==> src/rtl/md_pkg.sv <==
// md_pkg: shared encodings and constants for the iterative multiply/divide unit.
package md_pkg;
    localparam int MD_ITER = 32;
    localparam logic [31:0] MD_DZ_LO = 32'hFFFF_FFFF;

    typedef enum logic [1:0] {
        MD_MULT  = 2'b00,
        MD_MULTU = 2'b01,
        MD_DIV   = 2'b10,
        MD_DIVU  = 2'b11
    } md_op_e;

    typedef enum logic [1:0] {
        IDLE = 2'b00,
        CALC = 2'b01,
        FIX  = 2'b10
    } md_state_e;
endpackage

==> src/rtl/mul_div_unit_if.sv <==
// mul_div_unit_if: operand/request and HI/LO result bundle between the EX stage and mul_div_unit.
interface mul_div_unit_if #(
    parameter int XLEN = 32
);
    logic            start;
    logic [1:0]      md_op;
    logic [XLEN-1:0] A_in;
    logic [XLEN-1:0] B_in;
    logic [1:0]      hilo_we;
    logic            flush;
    logic            busy;
    logic            done;
    logic            div_zero;
    logic [XLEN-1:0] HI;
    logic [XLEN-1:0] LO;

    modport master (
        output start, md_op, A_in, B_in, hilo_we, flush,
        input  busy, done, div_zero, HI, LO
    );

    modport slave (
        input  start, md_op, A_in, B_in, hilo_we, flush,
        output busy, done, div_zero, HI, LO
    );
endinterface

==> src/rtl/md_sign_fix.sv <==
// md_sign_fix: turns a {HI,LO} magnitude into the signed result; wide=1 negates all 64 bits
// as one value (multiply), wide=0 negates each half on its own (quotient / remainder).
module md_sign_fix #(
    parameter int XLEN = 32
) (
    input  logic [2*XLEN-1:0] mag,
    input  logic              wide,
    input  logic              neg_hi,
    input  logic              neg_lo,
    output logic [2*XLEN-1:0] res
);
    always_comb begin
        res = mag;
        if (wide) begin
            if (neg_hi) res = -mag;
        end else begin
            if (neg_hi) res[2*XLEN-1:XLEN] = -mag[2*XLEN-1:XLEN];
            if (neg_lo) res[XLEN-1:0]      = -mag[XLEN-1:0];
        end
    end
endmodule

==> src/rtl/mul_div_unit.sv <==
// mul_div_unit: radix-2 iterative mult/multu/div/divu owning HI/LO, one bit per cycle.
// Define MD_DIV_EN to build the restoring divider; without it div/divu requests are ignored.
module mul_div_unit
    import md_pkg::*;
#(
    parameter int XLEN = 32
) (
    input logic           clk,
    input logic           rst_n,
    mul_div_unit_if.slave bus
);
    md_op_e               op;
    md_state_e            state, state_nxt;
    logic [4:0]           cnt;
    logic                 is_div, is_sgn, div_ok, accept, fix_vld, dz_fix;
    logic signed [XLEN-1:0] a_s, b_s;
    logic                 neg_a, neg_b;
    logic [XLEN-1:0]      mag_a, mag_b, opnd_p0;
    logic [2*XLEN-1:0]    w_p0, w_mul, w_nxt, fixed, res_fix, res_p1;
    logic [XLEN:0]        sum;
    logic                 is_div_p0, sgn_a_p0, sgn_b_p0, fix_wide, fix_neg_hi, fix_neg_lo;
    logic                 vld_p1, dz_p1;
    logic                 busy_q, done_q, dz_q;
    logic [XLEN-1:0]      hi_q, lo_q;

    assign op     = md_op_e'(bus.md_op);
    assign is_div = (op == MD_DIV) || (op == MD_DIVU);
    assign is_sgn = (op == MD_MULT) || (op == MD_DIV);
    assign a_s    = bus.A_in;
    assign b_s    = bus.B_in;
    assign neg_a  = is_sgn && (a_s < 0);
    assign neg_b  = is_sgn && (b_s < 0);
    assign mag_a  = neg_a ? -bus.A_in : bus.A_in;
    assign mag_b  = neg_b ? -bus.B_in : bus.B_in;
    // hilo_we and flush both take precedence over a same-cycle start
    assign accept = (state == IDLE) && bus.start && !bus.flush && (bus.hilo_we == 2'b00) && div_ok;

    always_comb begin
        state_nxt = state;
        fix_vld   = 1'b0;
        case (state)
            IDLE: if (accept) state_nxt = CALC;
            CALC: begin
                if (bus.flush) state_nxt = IDLE;
                else if (cnt == 5'(MD_ITER - 1)) state_nxt = FIX;
            end
            FIX: begin
                state_nxt = IDLE;
                fix_vld   = !bus.flush;
            end
            default: state_nxt = IDLE;
        endcase
    end

    // shift-add: multiplier sits in the low half and is consumed LSB first
    assign sum   = {1'b0, w_p0[2*XLEN-1:XLEN]} + (w_p0[0] ? {1'b0, opnd_p0} : '0);
    assign w_mul = {sum, w_p0[XLEN-1:1]};

`ifdef MD_DIV_EN
    logic [XLEN-1:0] a_raw_p0, r_sh, r_sub;
    logic [2*XLEN:0] sh;
    logic            r_ge;

    // restoring step: {rem,quot} shifts left, remainder keeps its top bit in sh[2*XLEN]
    assign div_ok  = 1'b1;
    assign sh      = {w_p0, 1'b0};
    assign r_sh    = sh[2*XLEN-1:XLEN];
    assign r_ge    = sh[2*XLEN] || (r_sh >= opnd_p0);
    assign r_sub   = r_sh - opnd_p0;
    assign w_nxt   = !is_div_p0 ? w_mul :
                     r_ge       ? {r_sub, sh[XLEN-1:1], 1'b1} : sh[2*XLEN-1:0];
    assign dz_fix  = is_div_p0 && (opnd_p0 == '0);
    assign res_fix = dz_fix ? {a_raw_p0, MD_DZ_LO} : fixed;

    always_ff @(posedge clk) begin
        if (accept) a_raw_p0 <= bus.A_in;
    end
`else
    assign div_ok  = !is_div;
    assign w_nxt   = w_mul;
    assign dz_fix  = 1'b0;
    assign res_fix = fixed;
`endif

    assign fix_wide   = !is_div_p0;
    assign fix_neg_lo = sgn_a_p0 ^ sgn_b_p0;
    assign fix_neg_hi = is_div_p0 ? sgn_a_p0 : fix_neg_lo;

    md_sign_fix #(.XLEN(XLEN)) u_sign_fix (
        .mag    (w_p0),
        .wide   (fix_wide),
        .neg_hi (fix_neg_hi),
        .neg_lo (fix_neg_lo),
        .res    (fixed)
    );

    // p0: operand latch and iteration
    always_ff @(posedge clk) begin
        if (accept) begin
            opnd_p0   <= is_div ? mag_b : mag_a;
            w_p0      <= {{XLEN{1'b0}}, (is_div ? mag_a : mag_b)};
            is_div_p0 <= is_div;
            sgn_a_p0  <= neg_a;
            sgn_b_p0  <= neg_b;
        end else if (state == CALC) begin
            w_p0 <= w_nxt;
        end
        // p1: corrected result waits one cycle before the HI/LO write
        if (state == FIX) res_p1 <= res_fix;
    end

    always_ff @(posedge clk) begin
        if (!rst_n) begin
            state  <= IDLE;
            cnt    <= '0;
            vld_p1 <= 1'b0;
            dz_p1  <= 1'b0;
            busy_q <= 1'b0;
            done_q <= 1'b0;
            dz_q   <= 1'b0;
            hi_q   <= '0;
            lo_q   <= '0;
        end else begin
            state  <= state_nxt;
            cnt    <= (state == CALC) ? cnt + 5'd1 : 5'd0;
            vld_p1 <= fix_vld;
            dz_p1  <= fix_vld && dz_fix;
            busy_q <= (state_nxt != IDLE) || fix_vld;
            done_q <= vld_p1;
            dz_q   <= vld_p1 && dz_p1;
            if (vld_p1) begin
                {hi_q, lo_q} <= res_p1;
            end else if (!busy_q) begin
                if (bus.hilo_we[1]) hi_q <= bus.A_in;
                if (bus.hilo_we[0]) lo_q <= bus.A_in;
            end
        end
    end

    assign bus.busy     = busy_q;
    assign bus.done     = done_q;
    assign bus.div_zero = dz_q;
    assign bus.HI       = hi_q;
    assign bus.LO       = lo_q;
endmodule

==> src/flat_wrapper.sv <==
// flat-port wrapper written by rule: the top's interface ports become plain ports
module mul_div_unit_flat import md_pkg::*;
#(
    parameter int XLEN = 32
)
  (clk, rst_n, bus_start, bus_md_op, bus_A_in, bus_B_in, bus_hilo_we, bus_flush, bus_busy, bus_done, bus_div_zero, bus_HI, bus_LO);
  mul_div_unit_if #(.XLEN(XLEN)) bus_i ();
  input logic clk;
  input logic rst_n;
  input wire logic [$bits(bus_i.start)-1:0] bus_start;
  input wire logic [$bits(bus_i.md_op)-1:0] bus_md_op;
  input wire logic [$bits(bus_i.A_in)-1:0] bus_A_in;
  input wire logic [$bits(bus_i.B_in)-1:0] bus_B_in;
  input wire logic [$bits(bus_i.hilo_we)-1:0] bus_hilo_we;
  input wire logic [$bits(bus_i.flush)-1:0] bus_flush;
  output wire logic [$bits(bus_i.busy)-1:0] bus_busy;
  output wire logic [$bits(bus_i.done)-1:0] bus_done;
  output wire logic [$bits(bus_i.div_zero)-1:0] bus_div_zero;
  output wire logic [$bits(bus_i.HI)-1:0] bus_HI;
  output wire logic [$bits(bus_i.LO)-1:0] bus_LO;
  assign bus_i.start = bus_start;
  assign bus_i.md_op = bus_md_op;
  assign bus_i.A_in = bus_A_in;
  assign bus_i.B_in = bus_B_in;
  assign bus_i.hilo_we = bus_hilo_we;
  assign bus_i.flush = bus_flush;
  assign bus_busy = bus_i.busy;
  assign bus_done = bus_i.done;
  assign bus_div_zero = bus_i.div_zero;
  assign bus_HI = bus_i.HI;
  assign bus_LO = bus_i.LO;
  mul_div_unit #(.XLEN(XLEN)) u_core (.clk(clk), .rst_n(rst_n), .bus(bus_i));
endmodule
==> config.mk <==
export PLATFORM = sky130hd
export DESIGN_NAME = mul_div_unit_flat
export DESIGN_NICKNAME = d
export VERILOG_FILES = /design/src/rtl/md_pkg.sv /design/src/rtl/mul_div_unit_if.sv /design/src/rtl/md_sign_fix.sv /design/src/rtl/mul_div_unit.sv /design/src/flat_wrapper.sv
export SDC_FILE = /design/constraint.sdc
export NUM_CORES = 1
export LEC_CHECK = 0
export ABC_AREA = 1
export CELL_PAD_IN_SITES_DETAIL_PLACEMENT = 1
export CELL_PAD_IN_SITES_GLOBAL_PLACEMENT = 1
export CORE_ASPECT_RATIO = 0.5
export CORE_MARGIN = 3
export CORE_UTILIZATION = 42
export CTS_CLUSTER_DIAMETER = 200
export DETAILED_ROUTE_END_ITERATION = 10
export GPL_ROUTABILITY_DRIVEN = 0
export PLACE_DENSITY = 0.87
export SYNTH_ARGS = -nofsm -noshare
export SYNTH_HDL_FRONTEND = slang
export SYNTH_SLANG_ARGS = --single-unit
==> constraint.sdc <==
create_clock -name clk -period 5.1 [get_ports clk]
set_input_delay 0.51 -clock clk [delete_from_list [all_inputs] [get_ports clk]]
set_output_delay 0.51 -clock clk [all_outputs]
set_load 0.02 [all_outputs]
==> flow_metrics.py, run 1 <==
metrics = {
    "die": {
        "dieHeight_um": 143,
        "dieArea_mm2": 0.0399,
        "initial_utilization_pct": 43.1,
        "ios": 139,
        "fp.dieW_um": 280,
        "std_cell_rows": 49,
        "core_mm2": 0.0364,
    },
    "detailed_routing": {
        "drt_iter0_markers": 1632,
        "drc": 0,
        "firstDrtPassIters": 6,
        "antenna_left": 0,
        "vias_per_cell": 5.50,
        "vias": 16250,
        "wl_per_cell_um": 21.3,
        "wl_um": 62900,
    },
    "clock_network": {
        "cts_setup_buffers": 0,
        "cts_root_buf": "clkbuf_16",
        "postCtsHoldBufs": 0,
        "numCtsBuffers": 24,
        "clkTransAtPathRegs_ns": 0.07,
        "clk_path_buf_depth": 3,
        "htree_levels": 1,
        "cts-resized-gates": 0,
        "worstSkewPairLatency_ns": 0.56,
        "clkSinkCount": 237,
        "cts_tree": "done",
    },
    "hold_path": {
        "whs_path_depth": 1,
        "min_path_type": "flop to flop",
        "min-delay-start": "u_core.cnt[0]",
        "hold_end": "u_core.cnt[0]",
    },
    "cells_and_area": {
        "n_antenna_cell": 0,
        "synthToLayoutAreaGrowth_pct": 16.7,
        "multi_input_area_mm2": 0.00802,
        "ff_latch_area_mm2": 0.00606,
        "layout.nets": 2563,
        "final.fill_count": 4795,
        "drive_gt1_share_pct": 3.64,
    },
    "synthesis": {
        "synth_edf_count": 131,
        "ys_warn_count": 0,
        "syn-cell-area_mm2": 0.0157,
        "synth_cell_type_count": 46,
        "syn_nets": 2464,
        "ys_seq_elements": 237,
        "syn_inst": 2353,
        "synthFlopType": "edfxtp_1",
        "async_flop_share_pct": 0,
        "syn_avg_cell_area_um2": 6.68,
        "ys_seq_area_share_pct": 38.5,
    },
    "timing": {
        "fmax_mhz": 336,
        "worst_pin_slew_ns": 1.15,
        "skew_ns": 0.0143,
        "hold-worst-slack_ns": 0.455,
        "finalHoldViolCount": 0,
        "slew_viol_final": 0,
        "rsz0062_at_grt": "no",
        "fin_crit_sh_pct": 58.4,
        "finalSetupViolCount": 0,
        "relSlewSlack_pct": 23.5,
        "fin_crit_ns": 2.98,
        "tns_ns": 0,
    },
    "worst_setup_path": {
        "regToRegSetupSlack_ns": 2.12,
        "critPathCaptureType": "flop",
        "cp_slowest_cell": "edfxtp_1",
        "rr_endpoint": "u_core.w_p0[62]",
        "cp_top_family": "flip-flops",
        "path_max_fanout": 34,
        "path_cells": "nand2_1, inv_1, ha_1, nand2_1, inv_1, nand2_1, inv_1, a21oi_1, nand2_1, nand2_1, nand2_1, nand2_1, nand3_1, nand2_1, inv_1",
        "r2r_start": "u_core.w_p0[0]",
        "cp_num_buf_inv": 4,
        "worst_path_most_repeated_cell": "nand2_1",
        "max_stage_delay_ns": 1.11,
        "r2r_cells": 15,
        "start_kind": "flop",
        "critPathKind": "flop to flop",
        "required_ns": 5.56,
        "cp_data_arrival_time_ns": 3.43,
    },
    "global_routing": {
        "grt_use_total_pct": 31.0,
        "grt_pass1_vias": 15962,
        "grt_start_max_net_pins": 105,
        "grt_pass1_wl_um": 93700,
        "antenna_found_initial": 1,
        "grt_overflow": 0,
    },
    "pwr": {
        "leakage_nw": 8.49,
        "peakVddDrop_uv": 283,
        "power_per_cell_area_mw_per_mm2": 322,
    },
    "run": {
        "maxCapViolCount": 0,
    },
    "outcome": {
        "status": "finished, final reports clean",
    },
    "placement": {
        "port_buffers": 137,
        "hpwlAfterDp_um": 49600,
    },
}
-- registers in the layout, indices dropped and copies added (netlist names) --
signal,flops
u_core.cnt,5
u_core.bus.done,1
u_core.w_p0,64
u_core.bus.LO,32
u_core.res_p1,64
u_core.opnd_p0,32
u_core.bus.busy,1
u_core.state,2
u_core.bus.HI,32
u_core.sgn_a_p0,1
u_core.is_div_p0,1
u_core.sgn_b_p0,1
u_core.vld_p1,1
-- Yosys cell counts (all sizes together) (2+ instances only) --
master / n / share of area (%)
o31ai: 10 / 0.48
o21bai: 2 / 0.096
o21a: 2 / 0.096
o21ai: 104 / 3.4
dfxtp: 106 / 14
o22ai: 4 / 0.16
a31oi: 67 / 2.7
edfxtp: 131 / 25
nor3: 17 / 0.54
xnor2: 6 / 0.33
buf: 29 / 0.88
a22oi: 3 / 0.14
inv: 361 / 8.6
or2: 4 / 0.16
nand2: 807 / 19
nand3: 143 / 4.7
a21oi: 72 / 2.3
nand4: 28 / 1.1
xor2: 79 / 4.4
nor2: 279 / 6.9
nor3b: 2 / 0.096
nor4: 6 / 0.33
nand3b: 4 / 0.21
ha: 38 / 3.0
clkbuf: 43 / 1.0
-- worst max-delay path by stage --
stage | start | to | slack [ns] | cells after the start
5_1_grt | u_core.w_p0[0] | u_core.w_p0[61] | 1.81 | 16
2_1_floorplan | u_core.state[1] | u_core.res_p1[0] | 1.54 | 2
4_1_cts | u_core.w_p0[0] | u_core.res_p1[36] | 2.19 | 9
6_report | u_core.w_p0[0] | u_core.w_p0[62] | 2.12 | 15
3_5_place_dp | bus_md_op[0] | u_core.w_p0[30] | 1.94 | 9
3_3_place_gp | bus_md_op[0] | u_core.w_p0[30] | 2.10 | 9
-- routing by layer --
layer / track usage [%] / up-vias / routed length (um)
li1: - / 7646 / -
met1: 43.5 / 7849 / 27600
met2: 46.7 / 650 / 26100
met3: 9.43 / 101 / 7490
met4: 7.00 / 4 / 1530
met5: 3.38 / - / 187
-- area by class of cell --
| cell class | count | share of cell area, % |
|---|---|---|
| multi-input cells | 1683 | 43.7 |
| repair buffers | 145 | 7.87 |
| clock buffers | 29 | 3.43 |
| clock inverters | 15 | 1.23 |
| flip-flops and latches | 237 | 33.0 |
| well taps | 484 | 3.30 |
| inverters | 361 | 7.39 |
-- cell usage in the layout, fill, tap and decap left out, types with 17 or more instances in the layout --
cell               n
nor3_1            17
dfxtp_1          105
ha_1              38
edfxtp_1         131
a31oi_1           67
clkdlybuf4s50_1  137
nor2_1           267
clkbuf_16         24
o21ai_0           90
xor2_1            79
nand4_1           28
nand3_1          139
nand2_1          803
inv_1            352
a21oi_1           71
-- report_power, final --
group / total [W] / switching, W / internal (W)
logic: 0.00155 / 0.00106 / 0.000488
clock network: 0.00200 / 0.000855 / 0.00114
registers: 0.00236 / 0.000216 / 0.00214
total: 0.00590 / 0.00213 / 0.00377
-- through the flow --
stage	setup WS (ns)	total power (W)	instances	utilization [%]	area, um^2
after floorplan	1.54	0.00323	2353	-	15700
after global placement	2.10	0.00382	2910	48.0	17500
after detailed placement	1.94	0.00387	2910	48.0	17500
after CTS	2.19	0.00584	2954	50.4	18300
after global routing	1.81	0.00613	2954	50.4	18300
final	2.12	0.00590	2954	50.4	18300
-- logic make-up (layout without fill, tap and decap cells) --
family                     count (synthesis)  after routing  share of synthesized area [%]
other                                      1              1                         0.0239
adders and majority gates                 39             39                           3.15
muxes                                      1              1                         0.0637
xor gates and xnor gates                  85             85                           4.74
and+or+nand+nor                         1291           1291                           33.4
buffers and inverters                    433            550                           10.5
AOI/OAI and AO/OA                        266            266                           9.51
DFF                                      237            237                           38.5
Note: power is estimated with default switching activity, not from simulation.
==> run 2, diff against run 1 <==
- CORE_UTILIZATION: 42 -> 38
- PLACE_DENSITY: 0.87 -> 0.83
- clock period: 5.1 -> 2.6 ns (I/O delays scaled with it)
==> flow_metrics.py, run 2 (same netlist as run 1, synthesis figures left out) <==
metrics = {
    "detailed_routing": {
        "firstDrtPassIters": 5,
        "vias_per_cell": 5.42,
        "drt_iter0_markers": 1786,
        "antenna_left": 0,
        "drc": 0,
        "wl_per_cell_um": 21.4,
        "wl_um": 64900,
        "vias": 16458,
    },
    "clock_network": {
        "clk_path_buf_depth": 3,
        "cts_tree": "done",
        "htree_levels": 1,
        "clkSinkCount": 237,
        "clkTransAtPathRegs_ns": 0.06,
        "numCtsBuffers": 25,
        "cts_root_buf": "clkbuf_16",
        "worstSkewPairLatency_ns": 0.57,
        "postCtsHoldBufs": 0,
    },
    "timing": {
        "hold-worst-slack_ns": 0.318,
        "finalSetupViolCount": 0,
        "skew_ns": 0.0213,
        "fin_crit_sh_pct": 97.3,
        "slew_viol_final": 0,
        "finalHoldViolCount": 0,
        "fin_crit_ns": 2.53,
        "worst_pin_slew_ns": 1.14,
        "relSlewSlack_pct": 24.2,
        "timing.final.ws_setup_ns": 0.0704,
        "fmax_mhz": 395,
    },
    "worst_setup_path": {
        "path_max_fanout": 22,
        "critPathKind": "flop to flop",
        "required_ns": 2.90,
        "critPathCaptureType": "flop",
        "start_kind": "flop",
        "r2r_cells": 6,
        "cp_data_arrival_time_ns": 2.83,
    },
    "hold_path": {
        "min_path_type": "primary input to flop",
        "whs_path_depth": 3,
    },
    "die": {
        "fp.dieW_um": 294,
        "std_cell_rows": 51,
        "dieArea_mm2": 0.0440,
        "core_mm2": 0.0398,
        "dieHeight_um": 150,
        "ios": 139,
        "initial_utilization_pct": 39.5,
    },
    "cells_and_area": {
        "n_antenna_cell": 0,
        "final_common_cell": "nand2_1",
        "synthToLayoutAreaGrowth_pct": 19.3,
        "layout.nets": 2600,
        "final_cell_mix": "nand2_1, inv_1, nor2_1, nand3_1, clkdlybuf4s50_1",
        "reg_top3": "u_core.res_p1 x64, u_core.w_p0 x64",
        "drive_gt1_share_pct": 5.26,
        "final.fill_count": 5161,
    },
    "global_routing": {
        "grt_overflow": 0,
        "grt_pass1_wl_um": 97500,
        "grt_use_total_pct": 29.3,
        "grt_pass1_vias": 16230,
        "grt_start_max_net_pins": 69,
        "antenna_found_initial": 3,
    },
    "pwr": {
        "power_per_cell_area_mw_per_mm2": 611,
        "peakVddDrop_uv": 420,
        "leakage_nw": 8.70,
    },
    "placement": {
        "place_ws_ns": 0.0705,
        "port_buffers": 137,
        "hpwlAfterDp_um": 51500,
    },
    "run": {
        "maxCapViolCount": 0,
    },
    "outcome": {
        "status": "finished, final reports clean",
    },
}
## run 2: per-layer routing
layer / vias up / part of all wire (%) / GRT usage, %
met2: 673 / 42 / 45.1
met3: 71 / 11 / 7.99
met5: - / 0.071 / 0
met1: 7966 / 45 / 41.8
li1: 7742 / - / -
met4: 6 / 1.4 / 4.58
## run 2: path summary, 6_finish.rpt
path | start | slack (ns) | endpoint
setup reg to reg | u_core.sgn_a_p0 | 0.07 | u_core.res_p1[25]
setup / recovery | u_core.sgn_a_p0 | 0.07 | u_core.res_p1[25]
hold reg to reg | u_core.cnt[0] | 0.45 | u_core.cnt[0]
hold / removal | rst_n | 0.32 | u_core.bus.done
## run 2: worst max-delay path, cell delays in order, from the launching register on
cell	delay, ns
edfxtp_1	0.50
or2_1	0.20
nand2_4	0.07
buf_4	0.20
inv_1	0.52
o21ai_0	0.30
xor2_1	0.47
## run 2: area by class of cell
cell class,count,area [um^2],share of cell area (%)
multi-input combinational,1683,8070,43.0
sequential,237,6060,32.3
timing repair buffer,181,1800,9.61
inverter,361,1360,7.23
clock buffer,36,687,3.66
tap,530,663,3.54
clock inverter,10,115,0.614
## run 2: what timing repair did
item / 4_1_cts / 5_1_grt
setup endpoints to repair: 0 / 12
setup buffers: 0 / 2
resized for setup: 0 / 11
## run 2: per-stage QoR
step | instance area, um^2 | util, % | instances | power (W) | TNS, ns
after CTS | 18700 | 46.9 | 3036 | 0.0113 | 0
after global routing | 18700 | 47.1 | 3038 | 0.0119 | -0.000957
final | 18700 | 47.1 | 3038 | 0.0115 | 0
after detailed placement | 17900 | 44.9 | 2990 | 0.00766 | 0
after floorplan | 15700 | - | 2353 | 0.00633 | 0
after global placement | 17900 | 44.9 | 2990 | 0.00757 | 0
## run 2: power by group
part | switching [W] | internal, W
clock network | 0.00166 | 0.00205
registers | 0.000420 | 0.00420
logic | 0.00213 | 0.00101
==> run 3, diff against run 2 <==
- CORE_UTILIZATION: 38 -> 40
- PLACE_DENSITY: 0.83 -> 0.84
- clock period: 2.6 -> 2.9 ns (I/O delays scaled with it)
==> flow_metrics.py, run 3 (same netlist as run 1, synthesis figures left out) <==
metrics = {
    "clock_network": {
        "clk_path_buf_depth": 3,
        "cts-resized-gates": 0,
        "cts_tree": "done",
        "numCtsBuffers": 24,
        "cts_root_buf": "clkbuf_16",
        "cts_setup_buffers": 0,
        "htree_levels": 1,
        "worstSkewPairLatency_ns": 0.57,
        "clkSinkCount": 237,
        "postCtsHoldBufs": 0,
        "clkTransAtPathRegs_ns": 0.08,
    },
    "detailed_routing": {
        "wl_per_cell_um": 21.5,
        "antenna_left": 0,
        "firstDrtPassIters": 6,
        "vias_per_cell": 5.46,
        "drc": 0,
        "vias": 16483,
        "drt_iter0_markers": 1540,
        "wl_um": 65100,
    },
    "timing": {
        "fmax_mhz": 366,
        "skew_ns": 0.0249,
        "fin_crit_sh_pct": 94.2,
        "hold-worst-slack_ns": 0.339,
        "timing.final.ws_setup_ns": 0.169,
        "tns_ns": 0,
        "finalHoldViolCount": 0,
        "relSlewSlack_pct": 39.1,
        "worst_pin_slew_ns": 0.912,
        "fin_crit_ns": 2.73,
        "finalSetupViolCount": 0,
        "rsz0062_at_grt": "no",
        "slew_viol_final": 0,
    },
    "placement": {
        "place_ws_ns": 0.252,
        "port_buffers": 137,
        "hpwlAfterDp_um": 52200,
    },
    "worst_setup_path": {
        "critPathKind": "flop to flop",
        "cp_data_arrival_time_ns": 3.19,
        "path_max_fanout": 30,
        "r2r_cells": 16,
        "required_ns": 3.36,
        "critPathCaptureType": "flop",
        "r2r_start": "u_core.w_p0[0]",
        "startpoint": "u_core.w_p0[0]",
        "start_kind": "flop",
    },
    "die": {
        "core_mm2": 0.0380,
        "dieHeight_um": 146,
        "initial_utilization_pct": 41.3,
        "dieArea_mm2": 0.0418,
        "std_cell_rows": 50,
        "fp.dieW_um": 286,
        "ios": 139,
    },
    "cells_and_area": {
        "synthToLayoutAreaGrowth_pct": 17.9,
        "drive_gt1_share_pct": 4.56,
        "reg_top3": "u_core.res_p1 x64, u_core.w_p0 x64",
        "final_common_cell": "nand2_1",
        "n_antenna_cell": 0,
        "final_cell_mix": "nand2_1, inv_1, nor2_1, nand3_1, clkdlybuf4s50_1",
        "layout.nets": 2594,
    },
    "run": {
        "maxCapViolCount": 0,
    },
    "global_routing": {
        "antenna_found_initial": 1,
        "grt_start_max_net_pins": 56,
        "grt_pass1_vias": 16283,
        "grt_pass1_wl_um": 97100,
        "grt_use_total_pct": 30.5,
        "grt_overflow": 0,
    },
    "pwr": {
        "leakage_nw": 8.61,
        "peakVddDrop_uv": 415,
        "power_per_cell_area_mw_per_mm2": 538,
    },
    "outcome": {
        "status": "finished, final reports clean",
    },
    "hold_path": {
        "min_path_type": "primary input to flop",
        "whs_path_depth": 3,
        "min-delay-start": "rst_n",
    },
}
run 3: final timing paths:
| kind | slack (ns) | to |
|---|---|---|
| worst max-delay path | 0.17 | u_core.w_p0[61] |
| worst min register to register | 0.46 | u_core.cnt[0] |
| worst max register to register | 0.17 | u_core.w_p0[61] |
| worst min-delay path | 0.34 | u_core.bus.done |
run 3: layout make-up:
class | instances | area, um^2
well taps | 520 | 651
fillers | 5024 | 19500
inverters | 361 | 1360
clock buffers | 30 | 633
multi-input cells | 1683 | 8020
flip-flops and latches | 237 | 6060
clock inverters | 14 | 108
repair buffers | 176 | 1710
run 3: per-layer routing:
layer	global-route usage [%]	vias to the layer above	wire length (um)
met2	45.3	676	27000
met4	6.89	2	1440
met5	0	-	7
met1	42.0	7997	28200
met3	11.3	89	8380
li1	-	7719	-
run 3: stage by stage:
step / power, W / instance area (um^2) / util [%] / instances
floorplan: 0.00568 / 15700 / - / 2353
global placement: 0.00675 / 17800 / 46.8 / 2977
detailed placement: 0.00685 / 17800 / 46.8 / 2977
CTS: 0.00990 / 18500 / 48.7 / 3021
global route: 0.0104 / 18500 / 48.7 / 3021
finish: 0.00997 / 18500 / 48.7 / 3021
run 3: report_power, final:
part / internal (W) / switching, W
clock network: 0.00165 / 0.00144
logic: 0.000876 / 0.00188
registers: 0.00376 / 0.000366
run 3: critical path: stages (launching register included):
cell and delay, ns:
edfxtp_1 0.49, buf_4 0.29, nand2_1 0.10, inv_1 0.07, fa_1 0.45, nand3_1 0.11, nand3_1 0.16, nand2_1 0.10
nand2_1 0.09, nand2_1 0.07, nand2_1 0.16, nand2_1 0.15, nand2_1 0.06, nand2_1 0.08, nand3_1 0.10, nand2_1 0.09
inv_1 0.04
